$ cat config.mk
export PLATFORM = sky130hd
export DESIGN_NAME = aes_seq_ctrl
export DESIGN_NICKNAME = d
export VERILOG_FILES = /design/src/rtl/aes_seq_ctrl.sv
export SDC_FILE = /design/constraint.sdc
export NUM_CORES = 1
export LEC_CHECK = 0
export ABC_CLOCK_PERIOD_IN_PS = 12700
export CAP_MARGIN = 5
export CORE_MARGIN = 2
export CORE_UTILIZATION = 45
export CTS_CLUSTER_SIZE = 8
export DETAILED_ROUTE_END_ITERATION = 6
export PLACE_DENSITY = 0.85
export SLEW_MARGIN = 20
export SYNTH_ARGS = -nofsm -noshare
export SYNTH_HDL_FRONTEND = slang
export SYNTH_SLANG_ARGS = --single-unit
$ cat constraint.sdc
create_clock -name clk -period 12.7 [get_ports clk]
set_input_delay 1.905 -clock clk [delete_from_list [all_inputs] [get_ports clk]]
set_output_delay 1.905 -clock clk [all_outputs]
set_load 0.1 [all_outputs]
$ cat src/rtl/aes_seq_ctrl.sv
// Purpose: sequences one AES job: serial load of pt/key, wait for done, serial ciphertext read, timeout recovery.
// Latency: 8 load + wait cycles + 1 read request + RD_LAT + 3 read cycles, then the result is held in OUT.
// Backpressure: one job in flight; in_ready only in IDLE, and the result is held until out_ready.
module aes_seq_ctrl #(
    parameter int TIMEOUT     = 64,
    parameter int RD_LAT      = 2,
    parameter int RECOVER_CYC = 2
) (
    input  logic         clk,
    input  logic         reset,
    input  logic         in_valid,
    output logic         in_ready,
    input  logic [127:0] in_pt,
    input  logic [127:0] in_key,
    output logic         out_valid,
    input  logic         out_ready,
    output logic [127:0] out_ct,
    output logic         out_err,
    output logic         busy,
    output logic         core_reset_n,
    output logic         core_start_n,
    output logic         core_start_read_n,
    output logic [31:0]  core_dword_in,
    input  logic [31:0]  core_dword_out,
    input  logic         core_done
);

    typedef enum logic [2:0] {
        IDLE    = 3'd0,
        LOAD    = 3'd1,
        WAIT    = 3'd2,
        RDREQ   = 3'd3,
        READ    = 3'd4,
        RECOVER = 3'd5,
        OUT     = 3'd6
    } state_t;

    state_t        state;
    state_t        state_nxt;

    // One shared counter: load word index, wait cycles, read offset, recovery cycles.
    // It is cleared on every state change so each state starts counting from zero.
    logic [15:0]   cnt;
    logic [15:0]   cnt_nxt;

    logic [127:0]  pt_q;
    logic [127:0]  key_q;
    logic [127:0]  ct_q;
    logic          err_q;

    // READ starts the cycle after RDREQ, so the first capture is at cnt == RD_LAT-1.
    logic          rd_cap;
    logic [15:0]   rd_off;
    logic          rec_last;

    assign rd_off   = cnt - 16'(RD_LAT - 1);
    assign rd_cap   = (state == READ) && (cnt >= 16'(RD_LAT - 1));
    assign rec_last = (state == RECOVER) && (cnt == 16'(RECOVER_CYC - 1));

    assign out_ct  = ct_q;
    assign out_err = err_q;

    // State and counter registers.
    always_ff @(posedge clk or posedge reset) begin
        if (reset) begin
            state <= IDLE;
            cnt   <= 16'd0;
        end else begin
            state <= state_nxt;
            cnt   <= cnt_nxt;
        end
    end

    // Next-state, counter update and all core/handshake strobes decoded from state.
    always_comb begin
        state_nxt         = state;
        cnt_nxt           = cnt + 16'd1;
        in_ready          = 1'b0;
        out_valid         = 1'b0;
        busy              = (state != IDLE);
        core_reset_n      = !reset;
        core_start_n      = 1'b1;
        core_start_read_n = 1'b1;
        core_dword_in     = 32'd0;
        case (state)
            IDLE: begin
                in_ready = !reset;
                cnt_nxt  = 16'd0;
                if (in_valid && !reset) begin
                    state_nxt = LOAD;
                end
            end
            LOAD: begin
                case (cnt[2:0])
                    3'd0:    core_dword_in = pt_q[127:96];
                    3'd1:    core_dword_in = pt_q[95:64];
                    3'd2:    core_dword_in = pt_q[63:32];
                    3'd3:    core_dword_in = pt_q[31:0];
                    3'd4:    core_dword_in = key_q[127:96];
                    3'd5:    core_dword_in = key_q[95:64];
                    3'd6:    core_dword_in = key_q[63:32];
                    default: core_dword_in = key_q[31:0];
                endcase
                core_start_n = (cnt[2:0] != 3'd0);
                if (cnt[2:0] == 3'd7) begin
                    state_nxt = WAIT;
                    cnt_nxt   = 16'd0;
                end
            end
            WAIT: begin
                // Done wins over a timeout landing on the same edge.
                if (core_done) begin
                    state_nxt = RDREQ;
                    cnt_nxt   = 16'd0;
                end else if (cnt == 16'(TIMEOUT - 1)) begin
                    state_nxt = RECOVER;
                    cnt_nxt   = 16'd0;
                end
            end
            RDREQ: begin
                core_start_read_n = 1'b0;
                state_nxt         = READ;
                cnt_nxt           = 16'd0;
            end
            READ: begin
                if (rd_cap && (rd_off == 16'd3)) begin
                    state_nxt = OUT;
                    cnt_nxt   = 16'd0;
                end
            end
            RECOVER: begin
                core_reset_n = 1'b0;
                if (rec_last) begin
                    state_nxt = OUT;
                    cnt_nxt   = 16'd0;
                end
            end
            OUT: begin
                out_valid = 1'b1;
                cnt_nxt   = 16'd0;
                if (out_ready) begin
                    state_nxt = IDLE;
                end
            end
            default: begin
                state_nxt = IDLE;
                cnt_nxt   = 16'd0;
            end
        endcase
    end

    // Request latch, ciphertext assembly and error flag.
    always_ff @(posedge clk or posedge reset) begin
        if (reset) begin
            pt_q  <= 128'd0;
            key_q <= 128'd0;
            ct_q  <= 128'd0;
            err_q <= 1'b0;
        end else begin
            if ((state == IDLE) && in_valid) begin
                pt_q  <= in_pt;
                key_q <= in_key;
                err_q <= 1'b0;
            end
            if (rd_cap) begin
                case (rd_off[1:0])
                    2'd0:    ct_q[127:96] <= core_dword_out;
                    2'd1:    ct_q[95:64]  <= core_dword_out;
                    2'd2:    ct_q[63:32]  <= core_dword_out;
                    default: ct_q[31:0]   <= core_dword_out;
                endcase
            end
            if (rec_last) begin
                ct_q  <= 128'd0;
                err_q <= 1'b1;
            end
        end
    end

endmodule

==> metrics.md, run 1 <==
| Metric | Value |
|---|---|
| Status | finished, final reports clean |
| RSZ-0062 raised after global routing | false |
| Clock Skews | 17.1 ps |
| Syn_area_per_cell | 12.7 sq um |
| Multi-input gate area | 0.00715 sq mm |
| Max layer used | met5 |
| Number of flops mapped to enable cells by yosys | 0 |
| Net Count, Synth | 1700 |
| Hold WS | 474 ps |
| DR WL/cell | 22.6 microns |
| Routed WL | 53.2 mm |
| Synth cell types | 61 |
| Initial antenna violation count | 4 |
| Reg clk slew, reported paths | 50 ps |
| Setup TNS | 0 ps |
| Met3 WL | 4.80 mm |
| Total I/O pin count | 460 |
| # rows | 72 |
| Worst path max stage delay | 1150 ps |
| HP Class | flop to flop |
| Filler cells | 2858 |
| CP Class | flop to primary output |
| Core area | 0.0388 sq mm |
| Final Hold Viols | 0 |
| Overall Global Routing Usage | 25.8% |
| Async S/R FF share, synth | 100% |
| Register area share after synthesis | 56.8% |
| Placed wire-length estimate | 36.6 mm |
| Die X-Extent | 203 microns |
| DRC errors left | 0 |
| CP bufs+invs | 2 |
| Final instance area | 0.0242 sq mm |
| ANT nets after route | 0 |
| Finished Layout Cells | 2351 |
| Lkg Pwr | 10.7 nW |
| MaxCap Viol Count | 0 |
| Final worst path period share | 56.5% |
| Crit-path cells | inv_1 -> ha_2 -> or4_1 -> nor2_4 -> a221oi_1 -> nor2_1 -> clkdlybuf4s50_1 |
| Achievable frequency | 139 MHz |
| Most frequent cells in the layout | clkdlybuf4s50_1 (458), dfrtp_1 (403), mux2_2 (257) |
| Max VDD drop | 227 uV |
| Placed Area | 0.0227 sq mm |
| Worst Path Arrival | 5270 ps |
| CP top delay family | simple AND/OR/NAND/NOR gates |
| Worst Setup Start Kind | flop |
| CTS Buffer Depth | 3 |
| Die Ht | 203 microns |
| CTS Root Cell | clkbuf_16 |
| WL met2 | 26.0 mm |
| Synth Flop Type | dfrtp_1 |
| Grt ovf | 0 |
| Buffers added on ports | 459 |
| PD cells | 314 mW/mm^2 |
| Initial Util | 45.8% |
| Die area | 0.0411 sq mm |
| TritonCTS clock tree | yes |
| Pre-Repair DR Iteration Count | 7 |
| Post-cts sizing count | 0 |
| Max-Slew Margin vs Limit | 25.6% |
| Pin count of the biggest net entering global routing | 165 |
| Initial DRC Count | 829 |
| Vias in the first global route | 14000 |
| Fin nets | 2129 |
| DR vias/cell | 5.64 |
| Total power | 7.59 mW |
| Data required time of the critical path | 10800 ps |
| WL met1 | 20.3 mm |
| Max FO, Critical Path | 38 |
| GP Congestion | 0.873 |
| Slew Viols, Final | 0 |
| Synthesized area | 0.0178 sq mm |
| Share of cells above drive strength 1 | 19.3% |
| CTS buffer count | 56 |
| Clock Latency Late Sink | 590 ps |
| Final Worst Setup Slack | 5520 ps |
| Number of buffers inserted by hold repair at cts | 0 |
| Worst Tran Pin Value | 1110 ps |
| Critical path's slowest cell | clkdlybuf4s50_1 |
| Via count | 13300 |
| CTS H-tree lvls | 2 |
| Mapped Cells | 1398 |
| Final number of setup-violating endpoints | 0 |
| Setup Slack @ Placement | 6080 ps |
| P&R area growth vs syn | 35.9% |
| First-pass GRT wire length | 81.9 mm |
| Number of buffers added for setup after CTS | 0 |
| Post-layout util | 62.3% |
| Setup crit end kind | primary output |
| Commonest non-fill, non-tap cell in the layout | clkdlybuf4s50_1 |
| Num Clock Sinks | 404 |
| Register Area | 0.0101 sq mm |
| Fin crit period | 7180 ps |
| Synth warnings | 0 |
| Placed cells | 2286 |
| Register bit count reported by yosys | 404 |
[worst min-delay path: stages, from the launching register on]
cell	delay, ps
dfrtp_1	330
nand2_1	40
o21ai_0	60
[Yosys cell counts, types with 2 or more instances]
cell      count  area, sq um
dfrtp_1     404        10100
mux2_2      257         2890
mux2i_1     159         1590
nor2_1      153          574
nand2_1      74          278
clkbuf_1     47          176
buf_2        41          205
a21oi_1      36          180
a222oi_1     32          320
o21ai_0      32          160
o221ai_1     31          272
inv_1        11         41.3
ha_1          9          113
nand3_1       7         35.0
nand4_1       7         43.8
o21ai_1       7         35.0
buf_8         6         90.1
xor2_1        6         52.6
nor3_1        5         25.0
xnor2_1       5         43.8
buf_1         4         15.0
buf_4         4         30.0
nor2b_1       4         25.0
nor4_1        4         25.0
a31oi_1       3         18.8
and2_1        3         18.8
and3_1        3         18.8
nor3b_1       3         22.5
or2_2         3         18.8
and2b_1       2         15.0
nand2_4       2         22.5
nand2b_1      2         12.5
nand3b_1      2         15.0
nor4_2        2         25.0
or4_1         2         15.0
[registers in the layout (all words and copies together) (netlist names)]
register  cells
out_ct      128
cnt          16
state         3
out_err       1
key_q       128
pt_q        128
[final cells by class]
cell class,count,share of cell area [%]
diodes,1,0.0103
clock buffers,62,6.11
clock inverters,1,0.0673
inverters,11,0.186
multi-input cells,880,29.6
flip-flops and latches,404,41.8
well taps,518,2.68
repair buffers,474,19.6
[kinds of logic after synthesis]
group	share of synthesized area (%)
AO/OA/AOI/OAI	6.42
flip-flops	56.8
multiplexers	25.2
buffers and inverters	3.17
AND/OR/NAND/NOR	7.18
adder cells (fa/ha/maj)	0.633
XOR/XNOR	0.542
[where the power goes]
| group | internal (mW) | total [mW] | switching [mW] |
|---|---|---|---|
| logic | 1.25 | 3.97 | 2.72 |
| clock network | 0.801 | 1.32 | 0.518 |
| registers | 1.92 | 2.30 | 0.385 |
[final timing paths]
| check | slack (ps) | depth (start not counted) | startpoint | end |
|---|---|---|---|---|
| min in group asynchronous | 1940 | 2 | reset | key_q[0] |
| worst max-delay path | 5520 | 7 | cnt[2] | core_dword_in[31] |
| worst min-delay path | 470 | 2 | out_ct[118] | out_ct[118] |
| worst min register to register | 470 | 2 | out_ct[118] | out_ct[118] |
| max in group asynchronous | 8600 | 4 | reset | key_q[46] |
| worst max register to register | 8850 | 9 | cnt[2] | out_ct[111] |
[metal layers]
layer | track usage, % | up-vias
met5 | 0 | -
met2 | 43.3 | 594
met4 | 10.3 | 4
met3 | 8.33 | 114
li1 | - | 5850
met1 | 30.8 | 6694
Power figures use the tool's default switching activity.
==> inputs of run 2 (changes only) <==
ABC_CLOCK_PERIOD_IN_PS = 6870   (was 12700)
CORE_UTILIZATION = 49   (was 45)
PLACE_DENSITY = 0.87   (was 0.85)
clock period = 6.87 ns   (was 12.7 ns; I/O delays follow)
==> run 2 against run 1 <==
Compared with the run above: setup slack got worse by 4800 ps; first-iteration DRC count rose by 5.3%; clock power rose by 86%; critical endpoint unchanged; routed wire length fell by 1.3%; non-clock buffer count rose by 2; worst hold slack improved by 9.9 ps; die area fell by 8.0%; cell area barely moved; core utilization rose by 5.5 points; via count fell by 0.94%; count of clock-buffer cells in the layout fell by 1.
==> metrics.md, run 2 (synthesis gave the netlist of run 1 again) <==
| Metric | Value |
|---|---|
| Status | finished, final reports clean |
| Final Hold Viols | 0 |
| Pre-Repair DR Iteration Count | 6 |
| Vias in the first global route | 14100 |
| Placed Area | 0.0226 sq mm |
| Fin nets | 2131 |
| Initial antenna violation count | 8 |
| Clock Skews | 20.0 ps |
| Worst Tran Pin Value | 1070 ps |
| Overall Global Routing Usage | 27.6% |
| Clock Latency Late Sink | 590 ps |
| Setup TNS | 0 ps |
| Placed wire-length estimate | 35.6 mm |
| Placed cells | 2231 |
| Number of buffers inserted by hold repair at cts | 0 |
| Total I/O pin count | 460 |
| Hold Path Sink | out_ct[120] |
| Hold WS | 483 ps |
| Worst Setup Start Kind | flop |
| Commonest non-fill, non-tap cell in the layout | clkdlybuf4s50_1 |
| Data required time of the critical path | 5840 ps |
| Final instance area | 0.0242 sq mm |
| Pin count of the biggest net entering global routing | 153 |
| PD cells | 580 mW/mm^2 |
| MaxCap Viol Count | 0 |
| Number of buffers added for setup after CTS | 0 |
| Num Clock Sinks | 404 |
| DR WL/cell | 22.8 microns |
| CP Class | flop to primary output |
| CTS Buffer Depth | 3 |
| TritonCTS clock tree | yes |
| ANT nets after route | 0 |
| Max FO, Critical Path | 33 |
| Worst Reg-to-Reg Cells | 8 |
| Hold path start | out_ct[120] |
| RR Startpoint | cnt[2] |
| CTS H-tree lvls | 2 |
| Routed WL | 52.5 mm |
| Buffers added on ports | 459 |
| Reg2reg end | out_ct[101] |
| Grt ovf | 0 |
| Worst Path Arrival | 5090 ps |
| CTS buffer count | 56 |
| Core area | 0.0357 sq mm |
| CTS Root Cell | clkbuf_16 |
| DRC errors left | 0 |
| Fin crit period | 6120 ps |
| Die X-Extent | 195 microns |
| Max-Slew Margin vs Limit | 28.4% |
| P&R area growth vs syn | 35.9% |
| RSZ-0062 raised after global routing | false |
| Final number of setup-violating endpoints | 0 |
| First-pass GRT wire length | 81.0 mm |
| Setup slack, reg-to-reg | 3230 ps |
| Initial DRC Count | 873 |
| Initial Util | 49.9% |
| Setup crit end kind | primary output |
| Max VDD drop | 393 uV |
| Finished Layout Cells | 2302 |
| Reg clk slew, reported paths | 50 ps |
| Lkg Pwr | 10.7 nW |
| Final worst path period share | 89.1% |
| Most frequent cells in the layout | clkdlybuf4s50_1 (459), dfrtp_1 (403), mux2_2 (257) |
| HP Class | flop to flop |
| Die area | 0.0378 sq mm |
| Achievable frequency | 163 MHz |
| Hold Crit Depth | 2 |
| DR vias/cell | 5.70 |
| Slew Viols, Final | 0 |
| Via count | 13100 |
| Die Ht | 195 microns |
| Post-cts sizing count | 0 |
| GP Congestion | 0.856 |
| # rows | 69 |
| Share of cells above drive strength 1 | 19.4% |
-- run 2: cell types whose count changed in the layout (fill, tap and decap cells not counted), sizes merged --
cell	previous run	this run
buf	16	17
clkbuf	62	61
clkdlybuf4s50	458	459
diode	1	8
-- run 2: through the flow --
step	power, mW	util, %	setup slack (ps)
after global placement	11.3	63.5	1430
after CTS	14.1	67.7	621
after floorplan	9.65	-	398
after detailed placement	11.5	63.5	1300
after global routing	14.6	67.8	525
final	14.0	67.8	749
-- run 2: how the worst max path moves through the flow --
stage / start / to / cells past startpoint
after floorplan: reset / cnt[0] / 1
after global placement: cnt[0] / core_dword_in[31] / 8
after detailed placement: cnt[0] / core_dword_in[31] / 8
after CTS: cnt[0] / core_dword_in[31] / 8
after global routing: cnt[0] / core_dword_in[8] / 8
final: cnt[0] / core_dword_in[31] / 8
-- run 2: critical path, stage by stage, from the launching register on --
cell and delay, ps:
dfrtp_1 500, inv_1 110, ha_1 360, ha_2 520
or4_1 670, nor2_4 780, a221oi_1 240, nor2_1 130
clkdlybuf4s50_1 1180
-- run 2: final cells by class --
class,instances,area (sq um)
clock inverters,1,16.3
multi-input cells,880,7150
diodes,8,20.0
fillers,2416,11500
flip-flops and latches,404,10100
clock buffers,61,1480
repair buffers,476,4770
inverters,11,45.0
well taps,461,577
-- run 2: where the power goes --
group	switching, mW	internal [mW]	total (mW)
registers	0.695	3.54	4.24
logic	5.02	2.31	7.33
clock network	0.964	1.49	2.45
total	6.68	7.33	14.0
-- run 2: routing by layer --
metal / GRT usage, % / up-vias / share of wire [%]
met2: 45.9 / 594 / 49
met5: 0 / - / 0.023
met4: 13.0 / 2 / 4.1
met3: 8.73 / 122 / 9.4
met1: 32.6 / 6561 / 38
li1: - / 5853 / -
==> inputs of run 3 (changes only) <==
CTS_CLUSTER_SIZE = 12   (was 8)
==> run 3 against run 2 <==
Compared with the run above: the flow now finishes with violations (DRC); global-route usage down 0.58 points; combinational power hardly changed; first-iteration DRC count fell by 0.80%; clock skew down 5.3 ps; sequential share of layout area up 0.20 points; critical endpoint is now core_dword_in[8].
==> metrics.md, run 3 (synthesis gave the netlist of run 1 again) <==
| Metric | Value |
|---|---|
| Die X-Extent | 195 microns |
| DR WL/cell | 22.4 microns |
| Failing checks | DRC |
| Number of buffers added for setup after CTS | 0 |
| Data required time of the critical path | 5840 ps |
| MaxCap Viol Count | 0 |
| Vias in the first global route | 13800 |
| Overall Global Routing Usage | 27.0% |
| CTS Root Cell | clkbuf_16 |
| Routed WL | 51.8 mm |
| Achievable frequency | 162 MHz |
| RSZ-0062 raised after global routing | false |
| Final Hold Viols | 0 |
| Placed wire-length estimate | 35.6 mm |
| Setup TNS | 0 ps |
| CTS H-tree lvls | 2 |
| Status | finished, violations left |
| Fin crit period | 6170 ps |
| Total I/O pin count | 460 |
| Setup crit end kind | primary output |
| Net Sw Power | 6.63 mW |
| Reg clk slew, reported paths | 60 ps |
| First-pass GRT wire length | 79.3 mm |
| Final instance area | 0.0241 sq mm |
| Num Clock Sinks | 404 |
| Filler cells | 2428 |
| Gate power share | 52.8% |
| GP Congestion | 0.856 |
| Worst Tran Pin Value | 1120 ps |
| Slew Viols, Final | 0 |
| Die Ht | 195 microns |
| Commonest non-fill, non-tap cell in the layout | clkdlybuf4s50_1 |
| Via count | 13200 |
| Final worst path period share | 89.9% |
| Lkg Pwr | 10.6 nW |
| Sequential Power Share | 30.5% |
| Buffers added on ports | 459 |
| ANT nets after route | 0 |
| Sw frac | 47.9% |
| # rows | 69 |
| Core area | 0.0357 sq mm |
| P&R area growth vs syn | 35.2% |
| Share of cells above drive strength 1 | 19.4% |
| Clock Skews | 14.7 ps |
| Post-cts sizing count | 0 |
| Max FO, Critical Path | 33 |
| DRC errors left | 1 |
| Worst Setup Start Kind | flop |
| Pin count of the biggest net entering global routing | 153 |
| Grt ovf | 0 |
| Final number of setup-violating endpoints | 0 |
| Pre-Repair DR Iteration Count | 7 |
| CTS buffer count | 43 |
| Initial Util | 49.9% |
| Fin nets | 2118 |
| PD cells | 576 mW/mm^2 |
| Total power | 13.9 mW |
| Clock Latency Late Sink | 560 ps |
| CP Class | flop to primary output |
| Number of buffers inserted by hold repair at cts | 0 |
| Max-Slew Margin vs Limit | 25.1% |
| TritonCTS clock tree | yes |
| Hold WS | 482 ps |
| CTS Buffer Depth | 3 |
| Max VDD drop | 396 uV |
| HP Class | flop to flop |
| Clk pwr share | 16.6% |
| Placed Area | 0.0226 sq mm |
| Worst Path Arrival | 5140 ps |
| Most frequent cells in the layout | clkdlybuf4s50_1 (459), dfrtp_1 (403), mux2_2 (257) |
| Cell Int Power | 7.22 mW |
| DR vias/cell | 5.70 |
| Initial DRC Count | 866 |
| Initial antenna violation count | 12 |
| Die area | 0.0378 sq mm |
## run 3: changes by cell type in the layout (fill, tap and decap cells not counted)
| cell | delta |
|---|---|
| clkbuf_1 | +6 |
| clkinv_8 | -1 |
| clkbuf_8 | +6 |
| diode_2 | +1 |
| clkbuf_16 | -13 |
| bufinv_16 | +3 |
| clkinvlp_4 | +1 |
| clkinv_2 | +4 |
## run 3: worst paths after layout
kind	depth (start not counted)	startpoint	endpoint	slack [ps]
max in group asynchronous	4	reset	key_q[13]	4700
hold reg to reg	2	out_ct[124]	out_ct[124]	480
setup / recovery	8	cnt[0]	core_dword_in[8]	700
min in group asynchronous	2	reset	key_q[33]	930
hold / removal	2	out_ct[124]	out_ct[124]	480
setup reg to reg	9	cnt[2]	out_ct[108]	3220
## run 3: worst max-delay path, cell delays in order (launching register included)
cell,delay (ps)
dfrtp_1,520
inv_1,110
ha_1,360
ha_2,520
or4_1,670
nor2_4,860
a21oi_1,240
nor2_1,140
clkdlybuf4s50_1,1150
## run 3: layout make-up
class                      instances  area (sq um)  area share (%)
sequential                       404         10100            42.0
tap                              461           577            2.40
inverter                          11          45.0           0.187
clock buffer                      60          1260            5.25
clock inverter                     8           118           0.489
multi-input combinational        880          7150            29.7
antenna                            9          22.5          0.0936
timing repair buffer             476          4770            19.8
## run 3: metal layers
metal	wire, microns	up-vias	part of all wire, %	GRT usage (%)
met5	46	-	0.089	0
met4	2720	8	5.3	14.6
met3	5100	142	9.8	8.78
met2	24600	606	47	44.0
met1	19400	6551	37	31.9
li1	-	5855	-	-
## run 3: power by group through the flow
stage	logic (mW)	clock network, mW	registers, mW
after global routing	7.62	2.45	4.35
final	7.32	2.30	4.23
after floorplan	3.06	0	6.59
after detailed placement	7.29	0	4.24
after CTS	7.34	2.36	4.22
after global placement	7.15	0	4.17
## run 3: stage by stage
stage	util, %	setup WS [ps]	std cells
floorplan	-	398	1398
global placement	63.5	1430	2231
detailed placement	63.5	1300	2231
CTS	67.4	670	2299
global route	67.4	485	2305
finish	67.5	695	2309
